<file path="config.mk">
export PLATFORM = sky130hd
export DESIGN_NAME = mem_port_arbiter
export DESIGN_NICKNAME = d
export VERILOG_FILES = /design/src/rtl/mem_port_arbiter_pkg.sv /design/src/rtl/mem_port_arbiter_arb_grant_sel.sv /design/src/rtl/mem_port_arbiter.sv
export SDC_FILE = /design/constraint.sdc
export NUM_CORES = 1
export LEC_CHECK = 0
export ABC_AREA = 1
export CORE_UTILIZATION = 42
export CTS_CLUSTER_SIZE = 40
export DETAILED_ROUTE_END_ITERATION = 10
export GPL_TIMING_DRIVEN = 0
export MAX_ROUTING_LAYER = met4
export PLACE_DENSITY = 0.95
export SKIP_CTS_REPAIR_TIMING = 1
export SYNTH_ARGS = -nofsm -noshare
export SYNTH_HDL_FRONTEND = slang
export SYNTH_SLANG_ARGS = --single-unit
</file>
<file path="constraint.sdc">
create_clock -name clk -period 6.7 [get_ports clk]
set_clock_uncertainty 0.1 [all_clocks]
set_input_delay 2.01 -clock clk [delete_from_list [all_inputs] [get_ports clk]]
set_output_delay 2.01 -clock clk [all_outputs]
set_load 0.01 [all_outputs]
</file>
<file path="src/rtl/mem_port_arbiter_pkg.sv">
// mem_port_arbiter_pkg
// Shared definitions for the memory-port arbiter and the cache blocks that
// will sit on top of it: the arbiter state encoding and the helper that
// sizes a port-index field from a port count.
package mem_port_arbiter_pkg;

  // Arbiter FSM states.
  typedef enum logic [1:0] {
    IDLE = 2'd0,
    BUSY = 2'd1,
    DONE = 2'd2
  } arb_state_t;

  // Width of an index able to address n ports, never narrower than one bit.
  function automatic int idx_width(input int n);
    return (n <= 2) ? 1 : $clog2(n);
  endfunction

endpackage

</file>
<file path="src/rtl/mem_port_arbiter_arb_grant_sel.sv">
// arb_grant_sel
// Purely combinational grant selector. Picks one active requester either by
// fixed priority (lowest index wins) or round-robin (search begins at
// rr_ptr and wraps modulo NUM_PORTS).
// Ports:
//   active      in   NUM_PORTS  per-port request present
//   rr_ptr      in   IDX_W      round-robin search start (ignored in fixed mode)
//   grant       out  IDX_W      index of the selected port
//   grant_valid out  1          at least one port is active
module arb_grant_sel
  import mem_port_arbiter_pkg::*;
#(
  parameter int NUM_PORTS = 2,
  parameter int RR_MODE   = 0,
  parameter int IDX_W     = 1
) (
  input  logic [NUM_PORTS-1:0] active,
  input  logic [IDX_W-1:0]     rr_ptr,
  output logic [IDX_W-1:0]     grant,
  output logic                 grant_valid
);

  int start;
  int idx;

  // Walk the ports in search order and take the first active one. In fixed
  // mode the search always starts at port 0, which gives lowest-index
  // priority. rr_ptr is always kept below NUM_PORTS, so one subtraction is
  // enough to wrap.
  always_comb begin
    grant       = '0;
    grant_valid = 1'b0;
    start       = (RR_MODE != 0) ? int'(rr_ptr) : 0;
    idx         = 0;
    for (int k = 0; k < NUM_PORTS; k++) begin
      idx = start + k;
      if (idx >= NUM_PORTS) idx = idx - NUM_PORTS;
      if (!grant_valid && active[idx]) begin
        grant_valid = 1'b1;
        grant       = IDX_W'(idx);
      end
    end
  end

endmodule

</file>
<file path="src/rtl/mem_port_arbiter.sv">
// mem_port_arbiter
// Clocked arbiter placing NUM_PORTS cache-side requesters (port 0 = data
// cache, port 1 = instruction cache) onto a single main-memory port. The
// winning command is latched and held on the memory side until mem_ready;
// the winner alone then receives a one-cycle ready pulse together with the
// registered read data.
// Ports:
//   clk, reset            clock (rising edge), async active-high reset
//   req_rd / req_wr       per-port level requests, held until that port's ready
//   req_addr / req_wdata  flattened per-port address / write data
//   rdata                 registered read data, valid with ready
//   ready                 one-hot, one-cycle completion pulse
//   mem_rd / mem_wr       memory strobes
//   mem_addr / mem_wdata  memory command
//   mem_rdata / mem_ready memory read data and single-cycle completion
module mem_port_arbiter
  import mem_port_arbiter_pkg::*;
#(
  parameter int NUM_PORTS = 2,
  parameter int ADDR_W    = 32,
  parameter int DATA_W    = 32,
  parameter int RR_MODE   = 0
) (
  input  logic                          clk,
  input  logic                          reset,
  input  logic [NUM_PORTS-1:0]          req_rd,
  input  logic [NUM_PORTS-1:0]          req_wr,
  input  logic [NUM_PORTS*ADDR_W-1:0]   req_addr,
  input  logic [NUM_PORTS*DATA_W-1:0]   req_wdata,
  output logic [DATA_W-1:0]             rdata,
  output logic [NUM_PORTS-1:0]          ready,
  output logic                          mem_rd,
  output logic                          mem_wr,
  output logic [ADDR_W-1:0]             mem_addr,
  output logic [DATA_W-1:0]             mem_wdata,
  input  logic [DATA_W-1:0]             mem_rdata,
  input  logic                          mem_ready
);

  localparam int IDX_W = idx_width(NUM_PORTS);
  localparam logic [NUM_PORTS-1:0] ONE_HOT0 = NUM_PORTS'(1);

  arb_state_t           state;
  logic [IDX_W-1:0]     grant_q;
  logic [IDX_W-1:0]     rr_ptr;
  logic [IDX_W-1:0]     grant_sel;
  logic                 grant_valid;
  logic [NUM_PORTS-1:0] active;

  // A port with both strobes set still counts once; it is treated as a write.
  assign active = req_rd | req_wr;

  arb_grant_sel #(
    .NUM_PORTS (NUM_PORTS),
    .RR_MODE   (RR_MODE),
    .IDX_W     (IDX_W)
  ) u_grant_sel (
    .active      (active),
    .rr_ptr      (rr_ptr),
    .grant       (grant_sel),
    .grant_valid (grant_valid)
  );

  // Arbiter FSM with registered memory-side command and requester-side
  // response. Requests are only looked at in IDLE, so anything a requester
  // does while its command is in flight has no effect. mem_ready only
  // matters in BUSY.
  always_ff @(posedge clk or posedge reset) begin
    if (reset) begin
      state     <= IDLE;
      grant_q   <= '0;
      rr_ptr    <= '0;
      mem_rd    <= 1'b0;
      mem_wr    <= 1'b0;
      mem_addr  <= '0;
      mem_wdata <= '0;
      rdata     <= '0;
      ready     <= '0;
    end else begin
      case (state)
        IDLE: begin
          ready <= '0;
          if (grant_valid) begin
            grant_q   <= grant_sel;
            mem_wr    <= req_wr[grant_sel];
            mem_rd    <= ~req_wr[grant_sel];
            mem_addr  <= req_addr[int'(grant_sel)*ADDR_W +: ADDR_W];
            mem_wdata <= req_wdata[int'(grant_sel)*DATA_W +: DATA_W];
            rr_ptr    <= (grant_sel == IDX_W'(NUM_PORTS-1)) ? '0
                                                             : grant_sel + IDX_W'(1);
            state     <= BUSY;
          end
        end
        BUSY: begin
          if (mem_ready) begin
            if (mem_rd) rdata <= mem_rdata;
            mem_rd <= 1'b0;
            mem_wr <= 1'b0;
            ready  <= ONE_HOT0 << grant_q;
            state  <= DONE;
          end
        end
        DONE: begin
          ready <= '0;
          state <= IDLE;
        end
        default: begin
          ready <= '0;
          state <= IDLE;
        end
      endcase
    end
  end

endmodule

</file>
## Yosys cells after proc, flatten, opt, wreduce, memory -nomap -nowiden

Index checks and enable logic that the tools add are counted.

- Flip-flop bits (word level): 103
- Input bits: 167
- Output and inout port bits: 100
- Logic and storage cells: 40

- Magnitude comparators: 1
- Equality and inequality tests: 3
- Shift-type cells: 3
- Mux-type cells: 15
- Bitwise gates (word level): 2
- Reductions and logical operators: 8

Operator list:

| operator | count |
|---|---|
| $shiftx A64 B7 Y32 | 2 |
| $mux W1 | 8 |
| $mux W2 | 4 |
| $reduce_and A3 Y1 | 2 |
| $ne A2 B2 Y1 const B | 2 |
| $pmux W1 S2 | 2 |
| $pmux W2 S2 | 1 |
| $reduce_and A2 Y1 | 2 |
| $eq A2 B1 Y1 const B | 1 |
| $logic_not A2 Y1 | 1 |
| $lt A1 B2 Y1 const B | 1 |
| $or A2 B2 Y2 | 1 |
| $reduce_bool A2 Y1 | 1 |
| $shl A1 B1 Y2 const A | 1 |
| $logic_and A1 B1 Y1 | 1 |
| $logic_not A1 Y1 | 1 |
| $not A1 Y1 | 1 |

## Logic depth before layout (Yosys ltp)

- Word-level depth: 10
- Mapped depth: 9
- Gate-level depth less buffers: 7

## Cells and area by module

Synthesis repeated with hierarchy kept, for this count alone.

- Cells, all modules: 671
- Area, all modules: 4898.4 um^2

Modules (own cells, without submodules):

| module | instances | cells each | area an instance (um^2) | seq. area each (um^2) |
|---|---|---|---|---|
| mem_port_arbiter | 1 | 667 | 4883.4 | 2602.5 |
| arb_grant_sel | 1 | 4 | 15.0 | 0.0 |

## Worst setup path after synthesis

OpenSTA, ideal clock, no wires.

- Path type: input-to-reg
- Start: input req_wr[0]
- End: register mem_addr[0]
- Arrival: 2.664 ns
- Slack: 3.820 ns
- Cell stages on the path: 8
- Buffers on the path: 2
- Cells stage by stage: nor2_2 nand2_1 buf_4 buf_6 nand2_1 nand2_1 nand2_1 nand2_1

- Cells in the longest elaborated chain, start to end: 6

RTL lines:

| what | line | source |
|---|---|---|
| start, declared | mem_port_arbiter.sv:27 | `input logic [NUM_PORTS-1:0] req_wr,` |
| $or A2 B2 Y2 (*) | mem_port_arbiter.sv:51 | `assign active = req_rd \| req_wr;` |
| $mux W1 (*) | mem_port_arbiter_arb_grant_sel.sv:38 | `if (!grant_valid && active[idx]) begin` |
| $logic_not A1 Y1 | mem_port_arbiter_arb_grant_sel.sv:38 |  |
| $logic_and A1 B1 Y1 | mem_port_arbiter_arb_grant_sel.sv:38 |  |
| $mux W1 | mem_port_arbiter_arb_grant_sel.sv:38 |  |
| $shiftx A64 B7 Y32 / $reduce_and A2 Y1 (equally long branches) | -- |  |
| end signal, assigned | mem_port_arbiter.sv:87 | `mem_addr <= req_addr[int'(grant_sel)*ADDR_W +: ADDR_W];` |
| end, declared | mem_port_arbiter.sv:34 | `output logic [ADDR_W-1:0] mem_addr,` |

Mark *: on every way between the ends. The rest lies on a longest branch, timed or not.
A chain may end at the register's enable or synchronous reset.

## Final worst setup path

- Start: register mem_addr[5]
- End: output mem_addr[5]

No word-level cell between the ends.

==> flow_summary.json <==
{
  "crit_family": "buffers and inverters",
  "ir_drop_v": 0.0002275,
  "ff2ff_setup_slack_ns": 5.04,
  "grt_pass1_wl_mm": 24.06,
  "first_global_vias": 5223,
  "mostFrequentLayoutCells": "nand2_1, clkdlybuf4s50_1, dfrtp_1",
  "cts-root-buf": "clkbuf_16",
  "boundaryPins": 267,
  "nets": 1108,
  "finalNonFillerCells": 1089,
  "synth_seq_cells": 103,
  "cell_internal_pwr_uw": 1974,
  "rsz0062_at_grt": "no",
  "r2r_cells": 6,
  "crit_required_ns": 4.59,
  "cts_max_level": 3,
  "syn-mean-instance-area_um2": 7.435,
  "status": "finished clean",
  "rows": 39,
  "drc": 0,
  "layout_commonest_cell": "nand2_1",
  "crit_chain": "clkdlybuf4s50_1",
  "tightest_slew_ns": 0.7539,
  "start_util_pct": 43.17,
  "hp-class": "reg2reg",
  "cp_max_fo": 2,
  "insertion_delay_ns": 0.33,
  "grt_antenna_before_repair": 0,
  "pwr_density_cell_nw_per_um2": 384.7,
  "grt_max_degree": 60,
  "setup_viol_count_final": 0,
  "timing.rr.start": "state[0]",
  "fin_setup_tns_ns": 0,
  "worstReg2RegEnd": "mem_addr[18]",
  "synthesis.area_um2": 4930,
  "critPathCaptureType": "primary output",
  "yosys.area.top_type_share_pct": 52.28,
  "slew_headroom_pct": 49.74,
  "vias": 5317,
  "path_clk_slew_ns": 0.07,
  "maxCapViolCount": 0,
  "synth_area_leaders": "dfrtp_1, nand2_1, nand3_1",
  "place_congestion": 0.8539,
  "clock_path_buffers": 2,
  "die_w_um": 110.3,
  "cp.arrival_ns": 1.28,
  "slowest_stage": "clkdlybuf4s50_1",
  "fmax_mhz": 295.2,
  "worstHoldEndpoint": "rdata[16]",
  "fill_cells": 883,
  "hold_path.startpoint": "rdata[16]",
  "power.switching_uw": 1138,
  "die_h_um": 110.3,
  "drt_iter0_markers": 232,
  "wirelength_mm": 15.86,
  "startpoint_type": "flop",
  "clock_sinks": 103,
  "synth_cells": 663,
  "drive_gt1_share_pct": 6.660,
  "dieArea_um2": 12170,
  "ys_seq_area_share_pct": 52.28,
  "cts_buffers": 9,
  "overflow": 0,
  "seqPwrFrac_pct": 34.5,
  "syn_nets": 830,
  "cts_tree": "yes",
  "switching_share_pct": 36.57,
  "ys_warn_count": 0,
  "num_antenna_cells": 0,
  "grt_usage_pct": 26.95,
  "hold_viol_final": 0,
  "pwr-share-clk_pct": 16.6,
  "portBuffers": 266,
  "min_path_cells": 2,
  "synth_area_leader_cell": "dfrtp_1",
  "drtPass1Iterations": 4,
  "core-area_um2": 11420,
  "finalCritPeriodShare_pct": 50.56,
  "combPwrFrac_pct": 48.9,
  "post-route-min-period_ns": 3.387,
  "dp_hpwl_mm": 12.11,
  "path_class": "reg2out",
  "cp_num_buf_inv": 1,
  "max_stage_delay_ns": 0.57,
  "slew_violations": 0,
  "dp.cells": 1073,
  "area_growth_pct": 64.14,
  "vias_per_cell": 4.882,
  "ant_nets": 0,
  "leakage_uw": 0.004108,
  "synth_cell_type_count": 14,
  "avgRoutedWirePerCell_um": 14.56
}
==> final cells by class <==
class	instances	area [um2]	area share, %
Buffer	44	279.0	3.448
Clock buffer	10	229.0	2.830
Clock inverter	6	61.31	0.7577
Inverter	9	36.28	0.4484
Multi-Input combinational cell	507	2039	25.20
Sequential cell	103	2577	31.85
Tap cell	143	178.9	2.211
Timing Repair Buffer	267	2690	33.25
==> registers in the layout, indices dropped and copies added (netlist names) <==
register	flops
rdata	32
grant_q	1
ready	2
mem_addr	32
state	2
mem_rd	1
mem_wdata	32
mem_wr	1
==> power by group through the flow <==
stage / sequential, uW / combinational, uW / clock [uW]
2_1_floorplan: 1200 / 529 / 0
3_3_place_gp: 1060 / 1480 / 0
3_5_place_dp: 1080 / 1530 / 0
4_1_cts: 1070 / 1530 / 523
5_1_grt: 1110 / 1680 / 553
6_report: 1070 / 1520 / 517
==> kinds of logic (layout without fill, tap and decap cells) <==
| family | after synthesis | after routing | synth area share, % |
|---|---|---|---|
| and+or+nand+nor | 505 | 505 | 41.17 |
| DFF | 103 | 103 | 52.28 |
| buffers and inverters | 53 | 336 | 6.345 |
| AOI/OAI and AO/OA | 2 | 2 | 0.2029 |
==> metal layers <==
metal	routed length [um]	vias to the layer above	track usage, %
li1	-	2612	-
met1	6105	2426	29.67
met2	7977	235	46.72
met3	1207	44	5.409
met4	566	0	12.78
met5	0	-	-
==> worst reg2reg max path, stage by stage, from the launching register on <==
cell and delay (ns):
dfrtp_1 0.39, nor2_1 0.24, nand2_2 0.19, inv_2 0.25, buf_2 0.27, nand2_1 0.10, nand2_1 0.06
==> synthesized netlist by cell type <==
library cell	instances
dfrtp_1	103
buf_2	25
nor2_1	5
buf_6	7
buf_4	8
o21ai_0	1
clkbuf_1	4
nand2_1	396
nor2_2	1
inv_1	6
inv_2	3
o21ai_1	1
nand3_1	101
nand2_2	2
==> metrics by stage <==
| stage | total power [uW] | setup WS, ns | area, um2 | hold WS, ns | utilization, % |
|---|---|---|---|---|---|
| 4_1_cts | 3129 | 3.293 | 8092 | 0.3739 | 70.86 |
| 3_5_place_dp | 2606 | 3.029 | 7801 | 0.3571 | 68.32 |
| 5_1_grt | 3343 | 3.258 | 8092 | 0.3878 | 70.86 |
| 3_3_place_gp | 2548 | 0.3744 | 7771 | 0.3518 | 68.06 |
| 2_1_floorplan | 1733 | 1.886 | 4930 | 0.3586 | - |
| 6_report | 3112 | 3.313 | 8092 | 0.3700 | 70.86 |
==> worst max path at each step <==
stage / startpoint / end / slack (ns) / cells after the start
floorplan: reset / grant_q / 1.89 / 1
global placement: reset / mem_addr[4] / 0.37 / 2
detailed placement: req_wr[0] / mem_addr[18] / 3.03 / 8
CTS: mem_addr[5] / mem_addr[5] / 3.29 / 1
global route: rdata[24] / rdata[24] / 3.26 / 1
finish: mem_addr[5] / mem_addr[5] / 3.31 / 1
(Power assumes the default switching activity.)
